==> src/rtl/avg_ram_reader_if.sv <==
// RAM-side bus of the averaging RAM reader.
//   stored_cnt : number of valid entries written by the averaging writer (0..16)
//   ram_addr   : read address driven to the 16x8 RAM
//   ram_data   : combinational read data of the RAM at ram_addr
// master = reader side, slave = RAM/writer side.
interface avg_ram_reader_if;
    logic [4:0] stored_cnt;
    logic [7:0] ram_data;
    logic [3:0] ram_addr;

    modport master (output ram_addr, input ram_data, input stored_cnt);
    modport slave  (input ram_addr, output ram_data, output stored_cnt);
endinterface

==> src/rtl/avg_ram_reader.sv <==
// Walks the valid entries of the averaging RAM after a button press, holding
// each on the display for HOLD tick pulses, and optionally tracks the maximum.
// Optional feature macro: READER_MAX_EN (max tracker, max_val, DONE shows max).
// Ports:
//   clk, clr   : clock, synchronous active-high reset
//   BTN        : raw start button (asynchronous)
//   tick       : one-clk pacing pulse from the clock divider
//   ram        : RAM bus (stored_cnt, ram_addr, ram_data)
//   disp_val   : value on display          disp_idx : index of displayed entry
//   busy       : pass in progress          done     : pass finished
//   max_val    : largest value read in the current pass
module avg_ram_reader #(
    parameter int unsigned HOLD = 4
) (
    input  logic                   clk,
    input  logic                   clr,
    input  logic                   BTN,
    input  logic                   tick,
    avg_ram_reader_if.master       ram,
    output logic [7:0]             disp_val,
    output logic [3:0]             disp_idx,
    output logic                   busy,
    output logic                   done,
    output logic [7:0]             max_val
);
    localparam int unsigned AW = 4;
    localparam int unsigned DW = 8;
    localparam int unsigned CW = 5;
    localparam int unsigned HW = 8;

    localparam logic [1:0] ST_IDLE = 2'd0;
    localparam logic [1:0] ST_LOAD = 2'd1;
    localparam logic [1:0] ST_SHOW = 2'd2;
    localparam logic [1:0] ST_DONE = 2'd3;

    logic [1:0]    state_q,    state_d;
    logic [AW-1:0] addr_q,     addr_d;
    logic [CW-1:0] n_q,        n_d;
    logic [HW-1:0] hold_q,     hold_d;
    logic [DW-1:0] disp_val_q, disp_val_d;
    logic [AW-1:0] disp_idx_q, disp_idx_d;
    logic          busy_q,     busy_d;
    logic          done_q,     done_d;
    logic          btn_meta_q, btn_meta_d;
    logic          btn_sync_q, btn_sync_d;
    logic          btn_prev_q, btn_prev_d;
    logic [1:0]    sync_vld_q, sync_vld_d;
    logic          armed_q,    armed_d;
    logic          start_c;
`ifdef READER_MAX_EN
    logic [DW-1:0] max_q,      max_d;
`endif

    // Next-state and datapath
    always_comb begin
        state_d    = state_q;
        addr_d     = addr_q;
        n_d        = n_q;
        hold_d     = hold_q;
        disp_val_d = disp_val_q;
        disp_idx_d = disp_idx_q;
`ifdef READER_MAX_EN
        max_d      = max_q;
`endif
        btn_meta_d = BTN;
        btn_sync_d = btn_meta_q;
        btn_prev_d = btn_sync_q;
        // sync_vld marks when btn_sync_q carries a real sample again after clr;
        // the button must be seen released before a rising edge counts.
        sync_vld_d = {sync_vld_q[0], 1'b1};
        armed_d    = armed_q | (sync_vld_q[1] & ~btn_sync_q);
        start_c    = armed_q & btn_sync_q & ~btn_prev_q;

        case (state_q)
            ST_IDLE, ST_DONE: begin
                if (start_c) begin
                    n_d    = (ram.stored_cnt > CW'(16)) ? CW'(16) : ram.stored_cnt;
                    addr_d = '0;
                    hold_d = '0;
`ifdef READER_MAX_EN
                    max_d  = '0;
`endif
                    if (ram.stored_cnt == '0) begin
                        state_d    = ST_DONE;
                        disp_val_d = '0;
                        disp_idx_d = '0;
                    end else begin
                        state_d = ST_LOAD;
                    end
                end
            end
            ST_LOAD: begin
                disp_val_d = ram.ram_data;
                disp_idx_d = addr_q;
`ifdef READER_MAX_EN
                max_d      = (ram.ram_data > max_q) ? ram.ram_data : max_q;
`endif
                hold_d     = '0;
                state_d    = ST_SHOW;
            end
            ST_SHOW: begin
                if (tick) begin
                    if (hold_q == HW'(HOLD - 1)) begin
                        hold_d = '0;
                        if ({1'b0, addr_q} == n_q - CW'(1)) begin
                            state_d = ST_DONE;
`ifdef READER_MAX_EN
                            disp_val_d = max_q;
`endif
                        end else begin
                            addr_d  = addr_q + AW'(1);
                            state_d = ST_LOAD;
                        end
                    end else begin
                        hold_d = hold_q + HW'(1);
                    end
                end
            end
            default: state_d = ST_IDLE;
        endcase

        busy_d = (state_d == ST_LOAD) || (state_d == ST_SHOW);
        done_d = (state_d == ST_DONE);
    end

    // State registers; clr overrides everything
    always_ff @(posedge clk) begin
        if (clr) begin
            state_q    <= ST_IDLE;
            addr_q     <= '0;
            n_q        <= '0;
            hold_q     <= '0;
            disp_val_q <= '0;
            disp_idx_q <= '0;
            busy_q     <= 1'b0;
            done_q     <= 1'b0;
            btn_meta_q <= 1'b0;
            btn_sync_q <= 1'b0;
            btn_prev_q <= 1'b0;
            sync_vld_q <= '0;
            armed_q    <= 1'b0;
`ifdef READER_MAX_EN
            max_q      <= '0;
`endif
        end else begin
            state_q    <= state_d;
            addr_q     <= addr_d;
            n_q        <= n_d;
            hold_q     <= hold_d;
            disp_val_q <= disp_val_d;
            disp_idx_q <= disp_idx_d;
            busy_q     <= busy_d;
            done_q     <= done_d;
            btn_meta_q <= btn_meta_d;
            btn_sync_q <= btn_sync_d;
            btn_prev_q <= btn_prev_d;
            sync_vld_q <= sync_vld_d;
            armed_q    <= armed_d;
`ifdef READER_MAX_EN
            max_q      <= max_d;
`endif
        end
    end

    assign ram.ram_addr = addr_q;
    assign disp_val     = disp_val_q;
    assign disp_idx     = disp_idx_q;
    assign busy         = busy_q;
    assign done         = done_q;
`ifdef READER_MAX_EN
    assign max_val      = max_q;
`else
    assign max_val      = '0;
`endif
endmodule

==> src/flat_wrapper.sv <==
// flat-port wrapper written by rule: the top's interface ports become plain ports
module avg_ram_reader_flat 
#(
    parameter int unsigned HOLD = 4
)
  (clk, clr, BTN, tick, disp_val, disp_idx, busy, done, max_val, ram_ram_addr, ram_ram_data, ram_stored_cnt);
  avg_ram_reader_if ram_i ();
  input  logic clk;
  input  logic clr;
  input  logic BTN;
  input  logic tick;
  output logic [7:0] disp_val;
  output logic [3:0] disp_idx;
  output logic busy;
  output logic done;
  output logic [7:0] max_val;
  output wire logic [$bits(ram_i.ram_addr)-1:0] ram_ram_addr;
  input wire logic [$bits(ram_i.ram_data)-1:0] ram_ram_data;
  input wire logic [$bits(ram_i.stored_cnt)-1:0] ram_stored_cnt;
  assign ram_ram_addr = ram_i.ram_addr;
  assign ram_i.ram_data = ram_ram_data;
  assign ram_i.stored_cnt = ram_stored_cnt;
  avg_ram_reader #(.HOLD(HOLD)) u_core (.clk(clk), .clr(clr), .BTN(BTN), .tick(tick), .ram(ram_i), .disp_val(disp_val), .disp_idx(disp_idx), .busy(busy), .done(done), .max_val(max_val));
endmodule
==> config.mk <==
export PLATFORM = sky130hd
export DESIGN_NAME = avg_ram_reader_flat
export DESIGN_NICKNAME = d
export VERILOG_FILES = /design/src/rtl/avg_ram_reader_if.sv /design/src/rtl/avg_ram_reader.sv /design/src/flat_wrapper.sv
export SDC_FILE = /design/constraint.sdc
export NUM_CORES = 1
export LEC_CHECK = 0
export ABC_AREA = 1
export CELL_PAD_IN_SITES_DETAIL_PLACEMENT = 1
export CELL_PAD_IN_SITES_GLOBAL_PLACEMENT = 1
export CORE_AREA = 3 3 82 84
export CTS_CLUSTER_SIZE = 10
export DETAILED_ROUTE_END_ITERATION = 16
export DIE_AREA = 0 0 85 87
export HOLD_SLACK_MARGIN = 0.03
export PLACE_DENSITY_LB_ADDON = 0.1
export SLEW_MARGIN = 40
export SYNTH_ARGS = -nofsm -noshare
export SYNTH_HDL_FRONTEND = slang
export SYNTH_SLANG_ARGS = --single-unit
export TNS_END_PERCENT = 30
==> constraint.sdc <==
create_clock -name clk -period 1.7 [get_ports clk]
set_input_delay 0.255 -clock clk [delete_from_list [all_inputs] [get_ports clk]]
set_output_delay 0.255 -clock clk [all_outputs]
set_load 0.05 [all_outputs]
==> impl_metrics.py <==
metrics = {
    "worst_setup_path": {
        "path_buf_inv": 2,
        "cp-start-kind": "register",
        "cp_slowest_cell": "dfxtp_2",
        "worstPathCellList": "inv_2 > ha_4 > nor2_1 > nor2_2 > nand3_1 > nor2_2 > nand2_2 > nand2_1 > nand2_1 > nand2_1 > nand2_1 > nand2_1 > ha_1 > inv_1 > nor2_1",
        "max_stage_delay_ns": 0.34,
        "worst-r2r-setup-slack_ns": -0.07,
        "crit_fanout": 2,
        "r2r-end": "u_core.busy",
        "worstSetupEndpointType": "register",
        "timing.critical_path.arrival_ns": 1.96,
        "crit_family": "simple AND/OR/NAND/NOR gates",
        "path_class": "reg2reg",
        "required_ns": 1.89,
        "crit_top_cell": "nand2_1",
        "r2r_start": "u_core.n_q[0]",
        "r2r_cells": 15,
    },
    "floorplanning": {
        "core_um2": 5990,
        "fp.dieW_um": 85,
        "io_pins": 43,
        "die_y_um": 87,
        "die_area_um2": 7400,
        "start_util_pct": 31.2,
        "rows": 28,
    },
    "routing": {
        "wl_per_cell_um": 12.2,
        "drcViolationCount": 0,
        "viasPerCell": 4.57,
        "wl_mm": 4.87,
        "dr.pass1.iters": 4,
        "dr_total_vias": 1820,
        "antenna_left": 0,
        "drtIter0Drc": 56,
    },
    "cts": {
        "clock_latency_ns": 0.30,
        "clkTransAtPathRegs_ns": 0.08,
        "clockBufferDepth": 2,
        "htree_levels": 2,
        "postCtsHoldBufs": 0,
        "numCtsBuffers": 5,
        "clock_sinks": 39,
        "cts_tree": "built",
        "clockRootBuffer": "clkbuf_8",
    },
    "cells_and_area": {
        "final_layout_size_suffix_gt1_share_pct": 26.6,
        "final_core_util_pct": 43.0,
        "fillers": 754,
        "syn2layout_area_growth_pct": 37.9,
        "finalNonFillerCells": 398,
        "finish.net_count": 345,
        "diodes": 0,
    },
    "yosys": {
        "synth.distinct_cells": 30,
        "yosys.area_share.simple_pct": 27.8,
        "syn-cell-area_um2": 1870,
        "ys_seq_elements": 39,
        "synth_compound_area_share_pct": 14.2,
        "ys_seq_area_share_pct": 41.8,
        "netlist_instances": 263,
        "synth_fa_ha_area_share_pct": 4.02,
        "synthXorXnorAreaFrac_pct": 1.41,
        "synthMuxAreaShare_pct": 0,
        "synth_top_family_by_area": "simple AND/OR/NAND/NOR gates",
        "yosysWarnings": 0,
        "avgSynthCellArea_um2": 7.11,
    },
    "timing": {
        "setup_viol": 3,
        "layout_min_cycle_time_ns": 1.77,
        "period_share_pct": 104,
        "finalHoldViolations": 0,
        "hold_slack_ns": 0.408,
        "max_freq_mhz": 566,
        "grt_setup_unrepaired": "yes",
        "drv_slew": 0,
        "worst_slack_ns": -0.0671,
        "skew_ns": 0.0101,
    },
    "placement": {
        "hpwl_mm": 3.64,
        "gp_congestion": 0.785,
        "pre_cts_ws_ns": -0.161,
        "portBuffers": 34,
        "dp.cells": 387,
    },
    "worst_hold_path": {
        "hold_class": "reg2reg",
        "worstHoldStart": "u_core.btn_meta_q",
        "hold_depth": 2,
        "min_to": "u_core.btn_prev_d",
    },
    "pwr": {
        "p_leak_nw": 1.18,
        "total_power_mw": 1.95,
        "power_density_nw_per_um2": 755,
        "ir_worst_vdd_v": 0.000325,
    },
    "run_status": {
        "status": "complete, but fails checks",
        "failed_checks": "setup timing",
    },
    "global_routing": {
        "grt_pass1_vias": 1871,
        "grt_max_degree": 20,
        "grt_overflow_total": 0,
        "grt_pass1_wl_mm": 8.15,
        "antenna_found_initial": 0,
        "grt_use_total_pct": 13.6,
    },
    "job": {
        "drv_cap": 0,
    },
}
-- stage by stage --
| stage | TNS [ns] | area, µm² |
|---|---|---|
| global route | -1.16 | 2580 |
| global placement | -1.77 | 2380 |
| floorplan | 0 | 1910 |
| finish | -0.127 | 2580 |
| CTS | -0.203 | 2530 |
| detailed placement | -1.48 | 2380 |
-- cells in the final DEF (no fill, tap or decap), drive strengths merged --
cell            n
nand2          55
nor2           47
buf            43
dfxtp          39
inv            30
a21oi          26
clkdlybuf4s50  16
o21ai          15
conb            8
nand3           8
ha              6
clkbuf          5
nor3            4
nand4           3
a31oi           3
xor2            3
and3            2
a211oi          2
o21a            2
clkinv          2
or2             1
and2            1
nor3b           1
bufinv          1
-- per-layer routing --
layer | wire [µm] | GRT usage (%) | vias to the layer above
met5 | 0 | 0 | -
met2 | 2290 | 23.1 | 35
met1 | 2300 | 16.8 | 842
met3 | 212 | 3.31 | 7
li1 | - | - | 936
met4 | 68 | 4.75 | 0
-- synthesized netlist by cell type, drive strengths merged --
library cell / instances / area, µm²
buf: 10 / 68.8
nor2: 47 / 181
nand2: 55 / 224
nand3: 8 / 40.0
nor3b: 1 / 7.51
nand4: 3 / 18.8
dfxtp: 39 / 781
clkbuf: 4 / 15.0
xor2: 3 / 26.3
and2: 1 / 6.26
inv: 30 / 115
conb: 1 / 3.75
o21ai: 15 / 86.3
nor3: 4 / 20.0
or2: 1 / 8.76
o21a: 2 / 15.0
ha: 6 / 75.1
a21oi: 26 / 130
a211oi: 2 / 15.0
a31oi: 3 / 18.8
and3: 2 / 12.5
-- final cells by class --
cell class / instances / area [µm²] / area share (%)
Clock buffer: 5 / 68.8 / 2.67
Clock inverter: 3 / 43.8 / 1.70
Inverter: 30 / 115 / 4.47
Multi-Input combinational cell: 187 / 985 / 38.2
Sequential cell: 39 / 788 / 30.6
Tap cell: 75 / 93.8 / 3.64
Timing Repair Buffer: 59 / 483 / 18.7
-- registers in the layout, indices dropped and copies added, names as in the netlist --
| signal | count |
|---|---|
| u_core.hold_q | 8 |
| u_core.busy | 1 |
| u_core.btn_meta_q | 1 |
| u_core.state_q | 2 |
| u_core.done | 1 |
| u_core.armed_q | 1 |
| u_core.n_q | 5 |
| u_core.btn_prev_q | 1 |
| u_core.ram.ram_addr | 4 |
| u_core.disp_val | 8 |
| u_core.sync_vld_q | 2 |
| u_core.disp_idx | 4 |
| u_core.btn_prev_d | 1 |
-- power by group --
part           total, mW  internal [mW]  switching, mW
combinational      0.216         0.0789          0.137
sequential         0.939          0.931        0.00864
clock              0.791          0.437          0.354
total               1.95           1.45          0.500
-- worst register-to-register path, stage by stage, from the launching register on --
cell	delay, ns
dfxtp_2	0.34
inv_2	0.05
ha_4	0.26
nor2_1	0.04
nor2_2	0.09
nand3_1	0.08
nor2_2	0.15
nand2_2	0.08
nand2_1	0.06
nand2_1	0.05
nand2_1	0.05
nand2_1	0.06
nand2_1	0.06
ha_1	0.22
inv_1	0.05
nor2_1	0.03
-- logic make-up after synthesis --
group	count (synthesis)
simple gates	122
flops	39
fa+ha+maj	6
other cells	1
buf+inv	44
xor+xnor	3
compound gates	48
-- how the worst max path moves through the flow --
stage                      start            endpoint  slack, ns  depth (start not counted)
2_1_floorplan      u_core.n_q[0]         u_core.busy     0.0002                         15
3_3_place_gp   ram_stored_cnt[3]  u_core.disp_val[5]      -0.14                          8
3_5_place_dp       u_core.n_q[1]         u_core.busy      -0.16                         16
4_1_cts            u_core.n_q[1]         u_core.busy      -0.11                         16
5_1_grt            u_core.n_q[1]         u_core.busy      -0.22                         16
6_report           u_core.n_q[0]         u_core.busy      -0.07                         15
-- timing repair --
action | CTS | global route
pin swaps | 1 | 5
gates resized for setup | 4 | 15
setup buffers | 3 | 0
hold endpoints to repair | 0 | 0
gates cloned | 0 | 0
setup endpoints to repair | 15 | 29
Note: power is estimated with default switching activity, not from simulation.
